--- config.mk ---
export PLATFORM = sky130hd
export DESIGN_NAME = ioctl_upload_reader
export DESIGN_NICKNAME = d
export VERILOG_FILES = /design/src/rtl/ioctl_upload_reader.sv
export SDC_FILE = /design/constraint.sdc
export NUM_CORES = 1
export LEC_CHECK = 0
export BUFFER_PORTS_ARGS = -buffer_cell sky130_fd_sc_hd__buf_2
export CAP_MARGIN = 20
export CORE_ASPECT_RATIO = 0.7
export CORE_MARGIN = 3
export CORE_UTILIZATION = 35
export DETAILED_ROUTE_END_ITERATION = 8
export PLACE_DENSITY = 0.51
export SLEW_MARGIN = 0
export SYNTH_ARGS = -nofsm -noshare
export SYNTH_HDL_FRONTEND = slang
export SYNTH_SLANG_ARGS = --single-unit
--- constraint.sdc ---
create_clock -name clk_sys -period 7 [get_ports clk_sys]
set_input_delay 0.7 -clock clk_sys [delete_from_list [all_inputs] [get_ports clk_sys]]
set_output_delay 0.7 -clock clk_sys [all_outputs]
set_load 0.005 [all_outputs]
--- src/rtl/ioctl_upload_reader.sv ---
// Core-to-host upload reader: serves ioctl_rd bytes from a two-word cache that
// is filled over a toggle req/ack SDRAM port, with optional sequential prefetch.
module ioctl_upload_reader #(
  parameter int AW        = 23,
  parameter int BASE_WORD = 0,
  parameter int PREFETCH  = 1
) (
  input  logic          clk_sys,
  input  logic          reset,
  input  logic          ioctl_upload,
  input  logic          ioctl_rd,
  input  logic [24:0]   ioctl_addr,
  output logic [7:0]    ioctl_din,
  output logic          ioctl_din_ready,
  output logic          busy,
  output logic          mem_req,
  input  logic          mem_ack,
  output logic [AW-1:0] mem_a,
  input  logic [15:0]   mem_q
);

  typedef enum logic [1:0] {ST_DRAIN, ST_IDLE, ST_FETCH, ST_PREFETCH} state_t;

  localparam logic [31:0] BASE = BASE_WORD;

  function automatic logic [AW-1:0] word_of(input logic [24:0] addr);
    logic [31:0] sum;
    sum = {8'd0, addr[24:1]} + BASE;
    return sum[AW-1:0];
  endfunction

  state_t        state, state_n;
  logic [1:0]    slot_vld, slot_vld_n, eff_vld;
  logic [AW-1:0] slot_adr [2];
  logic [AW-1:0] slot_adr_n [2];
  logic [AW-1:0] eff_adr [2];
  logic [15:0]   slot_dat [2];
  logic [15:0]   slot_dat_n [2];
  logic [15:0]   eff_dat [2];
  logic          mru, mru_n, fetch_slot, fetch_slot_n, drop, drop_n, upload_q;
  logic          pend_vld, pend_vld_n;
  logic [24:0]   pend_addr, pend_addr_n, dem_addr, dem_addr_n;
  // mem_req is deliberately outside reset; it powers up low.
  logic          req_tgl = 1'b0;
  logic          req_n;
  logic [AW-1:0] mem_a_n;
  logic [7:0]    din_n;
  logic          rdy_n, busy_n;

  logic          edge_up, rd_ok, done, fill;
  logic          req_vld;
  logic [24:0]   req_addr;
  logic [AW-1:0] req_w, nxt_w;
  logic          hit0, hit1, hs, nhit;
  logic [15:0]   hit_word;

  assign mem_req = req_tgl;
  assign edge_up = ioctl_upload ^ upload_q;
  assign rd_ok   = ioctl_rd & ioctl_upload;
  assign done    = (mem_ack == req_tgl);
  assign fill    = (state == ST_FETCH || state == ST_PREFETCH) && done && !drop && !edge_up;

  // Slot view for this cycle: an upload edge clears it, a finished fetch lands in it.
  always_comb begin
    eff_vld = edge_up ? 2'b00 : slot_vld;
    eff_adr = slot_adr;
    eff_dat = slot_dat;
    if (fill) begin
      eff_vld[fetch_slot] = 1'b1;
      eff_adr[fetch_slot] = mem_a;
      eff_dat[fetch_slot] = mem_q;
    end
  end

  always_comb begin
    req_vld  = 1'b0;
    req_addr = ioctl_addr;
    case (state)
      ST_IDLE: begin
        if (rd_ok) req_vld = 1'b1;
        else if (pend_vld && !edge_up) begin
          req_vld  = 1'b1;
          req_addr = pend_addr;
        end
      end
      ST_FETCH, ST_PREFETCH: begin
        if (done) begin
          if (rd_ok) req_vld = 1'b1;
          else if (pend_vld && !edge_up) begin
            req_vld  = 1'b1;
            req_addr = pend_addr;
          end else if (state == ST_FETCH && !drop && !edge_up) begin
            req_vld  = 1'b1;
            req_addr = dem_addr;
          end
        end
      end
      default: ;
    endcase
  end

  assign req_w    = word_of(req_addr);
  assign nxt_w    = req_w + AW'(1);
  assign hit0     = eff_vld[0] && (eff_adr[0] == req_w);
  assign hit1     = eff_vld[1] && (eff_adr[1] == req_w);
  assign nhit     = (eff_vld[0] && (eff_adr[0] == nxt_w)) || (eff_vld[1] && (eff_adr[1] == nxt_w));
  assign hs       = hit1;
  assign hit_word = eff_dat[hs];

  always_comb begin
    state_n      = state;
    slot_vld_n   = eff_vld;
    slot_adr_n   = eff_adr;
    slot_dat_n   = eff_dat;
    mru_n        = mru;
    fetch_slot_n = fetch_slot;
    drop_n       = drop;
    pend_vld_n   = pend_vld && !edge_up;
    pend_addr_n  = pend_addr;
    dem_addr_n   = dem_addr;
    req_n        = req_tgl;
    mem_a_n      = mem_a;
    din_n        = ioctl_din;
    rdy_n        = ioctl_din_ready;
    case (state)
      ST_DRAIN: begin
        if (rd_ok) begin
          pend_vld_n  = 1'b1;
          pend_addr_n = ioctl_addr;
          rdy_n       = 1'b0;
        end
        if (done) begin
          state_n = ST_IDLE;
          drop_n  = 1'b0;
        end
      end
      ST_FETCH, ST_PREFETCH: begin
        if (!done) begin
          if (rd_ok) begin
            pend_vld_n  = 1'b1;
            pend_addr_n = ioctl_addr;
            rdy_n       = 1'b0;
          end
          if (edge_up) drop_n = 1'b1;
        end else begin
          state_n    = ST_IDLE;
          drop_n     = 1'b0;
          pend_vld_n = 1'b0;
        end
      end
      default: ;
    endcase
    // A hit serves next cycle; a miss evicts the least recently used slot.
    if (req_vld) begin
      pend_vld_n = 1'b0;
      if (hit0 || hit1) begin
        din_n   = req_addr[0] ? hit_word[15:8] : hit_word[7:0];
        rdy_n   = 1'b1;
        mru_n   = hs;
        state_n = ST_IDLE;
        if (PREFETCH != 0 && req_addr[0] && !nhit) begin
          state_n      = ST_PREFETCH;
          req_n        = ~req_tgl;
          mem_a_n      = nxt_w;
          fetch_slot_n = ~hs;
        end
      end else begin
        rdy_n        = 1'b0;
        state_n      = ST_FETCH;
        req_n        = ~req_tgl;
        mem_a_n      = req_w;
        fetch_slot_n = ~mru;
        mru_n        = ~mru;
        dem_addr_n   = req_addr;
      end
    end
    busy_n = (state_n != ST_IDLE);
  end

  always_ff @(posedge clk_sys) begin
    upload_q   <= ioctl_upload;
    slot_adr   <= slot_adr_n;
    slot_dat   <= slot_dat_n;
    pend_addr  <= pend_addr_n;
    dem_addr   <= dem_addr_n;
    fetch_slot <= fetch_slot_n;
    if (reset) begin
      state           <= ST_DRAIN;
      slot_vld        <= 2'b00;
      pend_vld        <= 1'b0;
      drop            <= 1'b0;
      mru             <= 1'b0;
      mem_a           <= '0;
      ioctl_din       <= 8'd0;
      ioctl_din_ready <= 1'b0;
      busy            <= 1'b1;
    end else begin
      state           <= state_n;
      slot_vld        <= slot_vld_n;
      pend_vld        <= pend_vld_n;
      drop            <= drop_n;
      mru             <= mru_n;
      req_tgl         <= req_n;
      mem_a           <= mem_a_n;
      ioctl_din       <= din_n;
      ioctl_din_ready <= rdy_n;
      busy            <= busy_n;
    end
  end

endmodule

# Yosys cells after proc, flatten, opt, wreduce, memory -nomap -nowiden
# Cells that the tools add are included.
dict set report totals {
  output_inout_bits 34
  ramBits 0
  wordCells 137
  latchBits 0
  reg_bits 170
  romBits 0
  input_bits 46
  memories 0
}
dict set report classes {
  mux 57
  n_mul 0
  n_shift 0
  n_addsub 1
  n_div 0
  magnitude_cmp 5
  bitwise 10
  n_eq_ne 14
  n_reduce_logical 32
}
# operator n
set op_table {}
lappend op_table {{$mux 24} 6}
lappend op_table {{$eq 23x23->1} 4}
lappend op_table {{$mux 23} 3}
lappend op_table {{$mux 16} 4}
lappend op_table {{$mux 25} 2}
lappend op_table {{$pmux 25 s2} 1}
lappend op_table {{$pmux 24 s2} 1}
lappend op_table {{$bwmux 46} 1}
lappend op_table {{$mux 46} 1}
lappend op_table {{$bwmux 32} 1}
lappend op_table {{$mux 32} 1}
lappend op_table {{$add 23x1->23 const B} 1}
lappend op_table {{$demux 23 s1} 1}
lappend op_table {{$mux 1} 21}
lappend op_table {{$demux 16 s1} 1}
lappend op_table {{$mux 2} 7}
lappend op_table {{$logic_and 1x1->1} 13}
lappend op_table {{$reduce_and 2->1} 5}
lappend op_table {{$mux 8} 1}
lappend op_table {{$pmux 1 s2} 4}
lappend op_table {{$ne 3x3->1 const B} 2}
lappend op_table {{$reduce_and 3->1} 2}
lappend op_table {{$not 1->1} 5}
lappend op_table {{$eq 2x2->1 const B} 2}
lappend op_table {{other kinds (20)} 29}

# Logic depth before layout (Yosys ltp)
dict set report depth {
  word_depth 18
  ltp_mapped 18
  ltp_nobuf 15
}

# Worst setup path before layout
# Ideal clock, no wire load.
dict set report synth_timing {
  path_kind {input port to flip-flop}
  start {input port ioctl_upload}
  end {register mem_a[17]}
  arrival_time_ps 5556
  required_ps 6877
  path_stages 16
  path_slack_ps 1321
  n_path_buf 4
  setup_ps 123
  cell_sequence {buf_4 > or2_0 > buf_2 > a21oi_4 > buf_6 > mux2_1 > o22ai_1 > clkinv_1 > xnor2_1 > nor2b_1 > nand4b_1 > nor4_2 > nor3_1 > a21oi_4 > buf_6 > mux2_1}
}
dict set report synth_between {
  elab_chain_cells 16
  elab_cells_between_ends 41
  classes_between {1 x add/sub; 5 x eq/ne; 19 x mux; 3 x bitwise; 13 x reduce/logical}
}
# element line
set synth_lines {}
lappend synth_lines {{start, declared} 10} ;# input logic ioctl_upload,
lappend synth_lines {{$xor 1x1->1} 58} ;# assign edge_up = ioctl_upload ^ upload_q;
lappend synth_lines {{$logic_not 1->1} {81, 89, 92}}
lappend synth_lines {{$logic_and 1x1->1} 92} ;# end else if (state == ST_FETCH && !drop && !edge_up) begin
lappend synth_lines {{$mux 24} 92}
lappend synth_lines {{$mux 24} 89} ;# else if (pend_vld && !edge_up) begin
lappend synth_lines {{$mux 24} 88} ;# if (rd_ok) req_vld = 1'b1;
lappend synth_lines {{$mux 24} 87} ;# if (done) begin
lappend synth_lines {{$pmux 24 s2 (*)} 78} ;# case (state)
lappend synth_lines {{named net req_addr[13]} 52} ;# logic [24:0] req_addr;
lappend synth_lines {{$add 23x1->23} 103} ;# assign nxt_w = req_w + AW'(1);
lappend synth_lines {{$eq 23x23->1} 106} ;# assign nhit = (eff_vld[0] && (eff_adr[0] == nxt_w)) || (eff_vld[1] && (eff_adr[1] == nxt_w));
lappend synth_lines {{$logic_and 1x1->1} 106}
lappend synth_lines {{$logic_or 1x1->1} 106}
lappend synth_lines {{$logic_not 1->1} 161} ;# if (PREFETCH != 0 && req_addr[0] && !nhit) begin
lappend synth_lines {{$logic_and 1x1->1} 161}
lappend synth_lines {{$ne 2x1->1 (no line)} n/a}
lappend synth_lines {{$reduce_and 2->1 (no line)} n/a}
lappend synth_lines {{end signal, assigned} 204} ;# mem_a <= mem_a_n;
lappend synth_lines {{end, declared} 18} ;# output logic [AW-1:0] mem_a,
# The timed path passes the listed nets; every way through them passes the cells marked *. The select of a mux whose other input is x is not followed.
# A chain may end at the register's enable or synchronous reset.

# Worst setup path in the final report
dict set report layout_timing {
  start {register state[1]}
  end {register mem_a[2]}
}
dict set report layout_between {
  elab_chain_cells 16
  elab_cells_between_ends 39
  classes_between {1 x add/sub; 8 x eq/ne; 14 x mux; 16 x reduce/logical}
}
# element line
set layout_lines {}
lappend layout_lines {{start, declared} 32} ;# state_t state, state_n;
lappend layout_lines {{start signal, assigned} 198} ;# state <= state_n;
lappend layout_lines {{$eq 2x2->1} {78, 92}}
lappend layout_lines {{$logic_and 1x1->1 (2 in series)} 92}
lappend layout_lines {{$mux 24} 92}
lappend layout_lines {{$mux 24} 89}
lappend layout_lines {{$mux 24} 88}
lappend layout_lines {{$mux 24} 87}
lappend layout_lines {{$pmux 24 s2 (*)} 78}
lappend layout_lines {{named net req_addr[1]} 52}
lappend layout_lines {{$add 23x1->23} 103}
lappend layout_lines {{$eq 23x23->1} 106}
lappend layout_lines {{$logic_and 1x1->1} 106}
lappend layout_lines {{$logic_or 1x1->1} 106}
lappend layout_lines {{$logic_not 1->1} 161}
lappend layout_lines {{$logic_and 1x1->1} 161}
lappend layout_lines {{$ne 2x1->1 (no line)} n/a}
lappend layout_lines {{$reduce_and 2->1 (no line)} n/a}
# Marks and branches as above.

==> impl_metrics.yaml <==
outcome:
  outcome: "complete, no violations"
floorplan:
  die_area_um2: 29600
  fp.dieW_um: 204
  core_area_um2: 26900
  die_h_um: 145
  start_util: 0.358
  num_io_pins: 80
  rows: 50
placed_design:
  placement.io_buffers: 78
  place.gp.congestion: 0.891
  dp_hpwl_mm: 21.7
clock_tree:
  clock_latency_ps: 440
  clock_sinks: 169
  postCtsSetupRepairBufs: 0
  htree_num_levels: 4
  clkSlewWorstSetupHoldPaths_ps: 70
  clock-root-buffer: "clkbuf_16"
  numCtsBuffers: 17
  cts_resized: 0
  cts_tree: "done"
  holdBufCountCts: 0
  cts_buffer_depth: 2
yosys:
  synthesis.area_um2: 9630
  synth.avg_cell_area_um2: 9.96
  ys_ff_latch: 169
  yosys_warnings: 0
  synth_ff_type: "dfxtp_1"
  syn_inst: 967
  synth_cell_type_count: 86
  synth_edf_count: 50
  synth_nets: 1014
  synth-async-reset-ratio: 0
  seq_area_frac_synth: 0.403
power_and_ir_drop:
  irDropWorstVdd_uv: 155
  p_seq_frac: 0.422
  intPower_w: 0.00190
  switching_share: 0.304
  leakage_nw: 4.58
  pwr-share-clk: 0.357
  switchingPower_w: 0.000831
  combinationalPowerShare: 0.221
  powerDensity_nw_per_um2: 246
sta:
  min_period_ps: 5350
  finalSetupViolations: 0
  hold_viol: 0
  worstMarginPinSlew_ps: 956
  rsz0062_at_grt: "no"
  max_freq_mhz: 187
  relSlewSlack: 0.363
  timing.final.crit_share: 0.764
  fin_skew_ps: 14.5
  tns_ps: 0
  slew_viol_final: 0
route:
  viasPerCell: 5.53
  drc_errors: 0
  drt_wl_total_mm: 30.2
  dr.pass1.iters: 6
  via_count: 7870
  drt.antenna.violating_nets: 0
  post_drt_wl_per_cell_um: 21.3
  first_iter_violations: 593
critical_path:
  crit_path_start_kind: "flip-flop"
  crit_fanout: 27
  critPathKind: "reg2reg"
  worst_path_largest_cell_delay_ps: 730
  slowest_stage: "nor3b_4"
  startpoint: "state[1]"
  end_kind: "flip-flop"
  setup.worst_path.end: "mem_a[2]"
  r2r_slack_ps: 1650
  cp_cell_sequence: "buf_4 -> nor3b_4 -> nand3_1 -> and4_1 -> o32ai_4 -> ha_1 -> o211ai_1 -> nor2_2 -> buf_4 -> nand4_1 -> xnor2_1 -> o211ai_1 -> nor4_1 -> a31oi_1 -> a21oi_4 -> buf_12 -> mux2_2"
  crit_family: "simple AND/OR/NAND/NOR gates"
  cp.required_ps: 7320
  r2r-start: "state[1]"
  reg2reg_to: "mem_a[2]"
  worst-r2r-cell-count: 17
  worst-path-buf-inv: 3
  cp.depth: 17
  arrival_ps: 5670
cells_and_area:
  final_cell_mix: "dfxtp_1, xnor2_1, buf_2"
  synthToLayoutAreaGrowth_pct: 15.5
  diodes: 0
  final_common_cell: "dfxtp_1"
  fin_util: 0.413
  drive_above_1_share: 0.244
  layout.nets: 1092
global_route:
  grt_max_degree: 62
  antenna_found_initial: 0
  grt_pass1_wl_mm: 46.6
  gr-total-overflow: 0
  grt_pass1_vias: 7521
  grt_usage: 0.209
job:
  maxCapViolCount: 0
hold_path:
  hold_path_class: "reg2reg"
==> layout make-up <==
cell class / count / area [um2]
fill: 2706 / 15800
inverter: 53 / 199
sequential: 169 / 3880
timing repair buffer: 114 / 673
tap: 364 / 455
clock buffer: 19 / 475
multi-input combinational: 690 / 5310
clock inverter: 13 / 130
==> metal layers <==
| layer | GRT usage | share of wire | wire, um | up-vias |
|---|---|---|---|---|
| met4 | 0.0557 | 0.016 | 487 | 0 |
| met5 | 0 | 0 | 0 | - |
| met3 | 0.0490 | 0.076 | 2300 | 31 |
| met2 | 0.299 | 0.41 | 12400 | 276 |
| li1 | - | - | - | 3685 |
| met1 | 0.314 | 0.50 | 15000 | 3878 |
==> metrics by stage <==
step	setup WS, ps	hold slack [ps]	std cells	area [um2]	power, W
after floorplan	1320	437	967	9630	0.00158
final	1650	459	1422	11100	0.00273
after global placement	1440	443	1390	10500	0.00176
after detailed placement	1480	447	1390	10500	0.00177
after CTS	1700	445	1422	11100	0.00275
after global routing	1430	449	1422	11100	0.00286
==> synthesized netlist by cell type (28+ instances only) <==
library cell	n	share of area
mux2_2	70	0.082
nand3_1	30	0.016
inv_1	50	0.019
nor3_1	34	0.018
clkbuf_1	28	0.011
mux2i_1	48	0.050
xnor2_1	80	0.073
edfxtp_1	50	0.16
nor2_1	60	0.023
dfxtp_1	119	0.25
o21ai_0	38	0.020
nand2_1	31	0.012
==> worst register-to-register path: stages (launching register included) <==
cell and delay, ps:
dfxtp_1 330, buf_4 240, nor3b_4 730, nand3_1 140, and4_1 270, o32ai_4 310
ha_1 360, o211ai_1 240, nor2_2 280, buf_4 220, nand4_1 240, xnor2_1 360
o211ai_1 140, nor4_1 370, a31oi_1 190, a21oi_4 200, buf_12 240, mux2_2 370
==> power groups by stage <==
stage | clock [W] | combinational [W] | sequential [W]
final | 0.000975 | 0.000604 | 0.00115
after global routing | 0.00104 | 0.000658 | 0.00116
after CTS | 0.00100 | 0.000602 | 0.00115
after detailed placement | 0 | 0.000599 | 0.00117
after global placement | 0 | 0.000594 | 0.00117
after floorplan | 0 | 0.000419 | 0.00116
==> how the worst min path moves through the flow <==
stage | startpoint | end | cells past startpoint | slack (ps)
after global placement | slot_vld[0] | slot_vld[0] | 2 | 440
after CTS | ioctl_addr[0] | pend_addr[0] | 1 | 440
after global routing | ioctl_addr[0] | pend_addr[0] | 1 | 450
after floorplan | slot_vld[0] | slot_vld[0] | 2 | 440
final | slot_vld[0] | slot_vld[0] | 2 | 460
after detailed placement | slot_vld[0] | slot_vld[0] | 2 | 450
==> kinds of logic (layout without fill, tap and decap cells) <==
kind of cell    after synthesis  count (layout)  synth area share
simple gates                262             262             0.153
compound gates              188             188             0.143
flops                       169             169             0.403
mux                         138             138             0.155
buf+inv                     108             199            0.0491
xor+xnor                    101             101            0.0946
fa+ha+maj                     1               1           0.00130
==> flip-flops by register name, summed over array words and instances, names as in the netlist, 2 cells and up <==
| signal | cells |
|---|---|
| slot_vld | 2 |
| slot_adr | 46 |
| dem_addr | 24 |
| state | 2 |
| slot_dat | 32 |
| ioctl_din | 8 |
| pend_addr | 24 |
| mem_a | 23 |
Note: power is estimated with default switching activity, not from simulation.
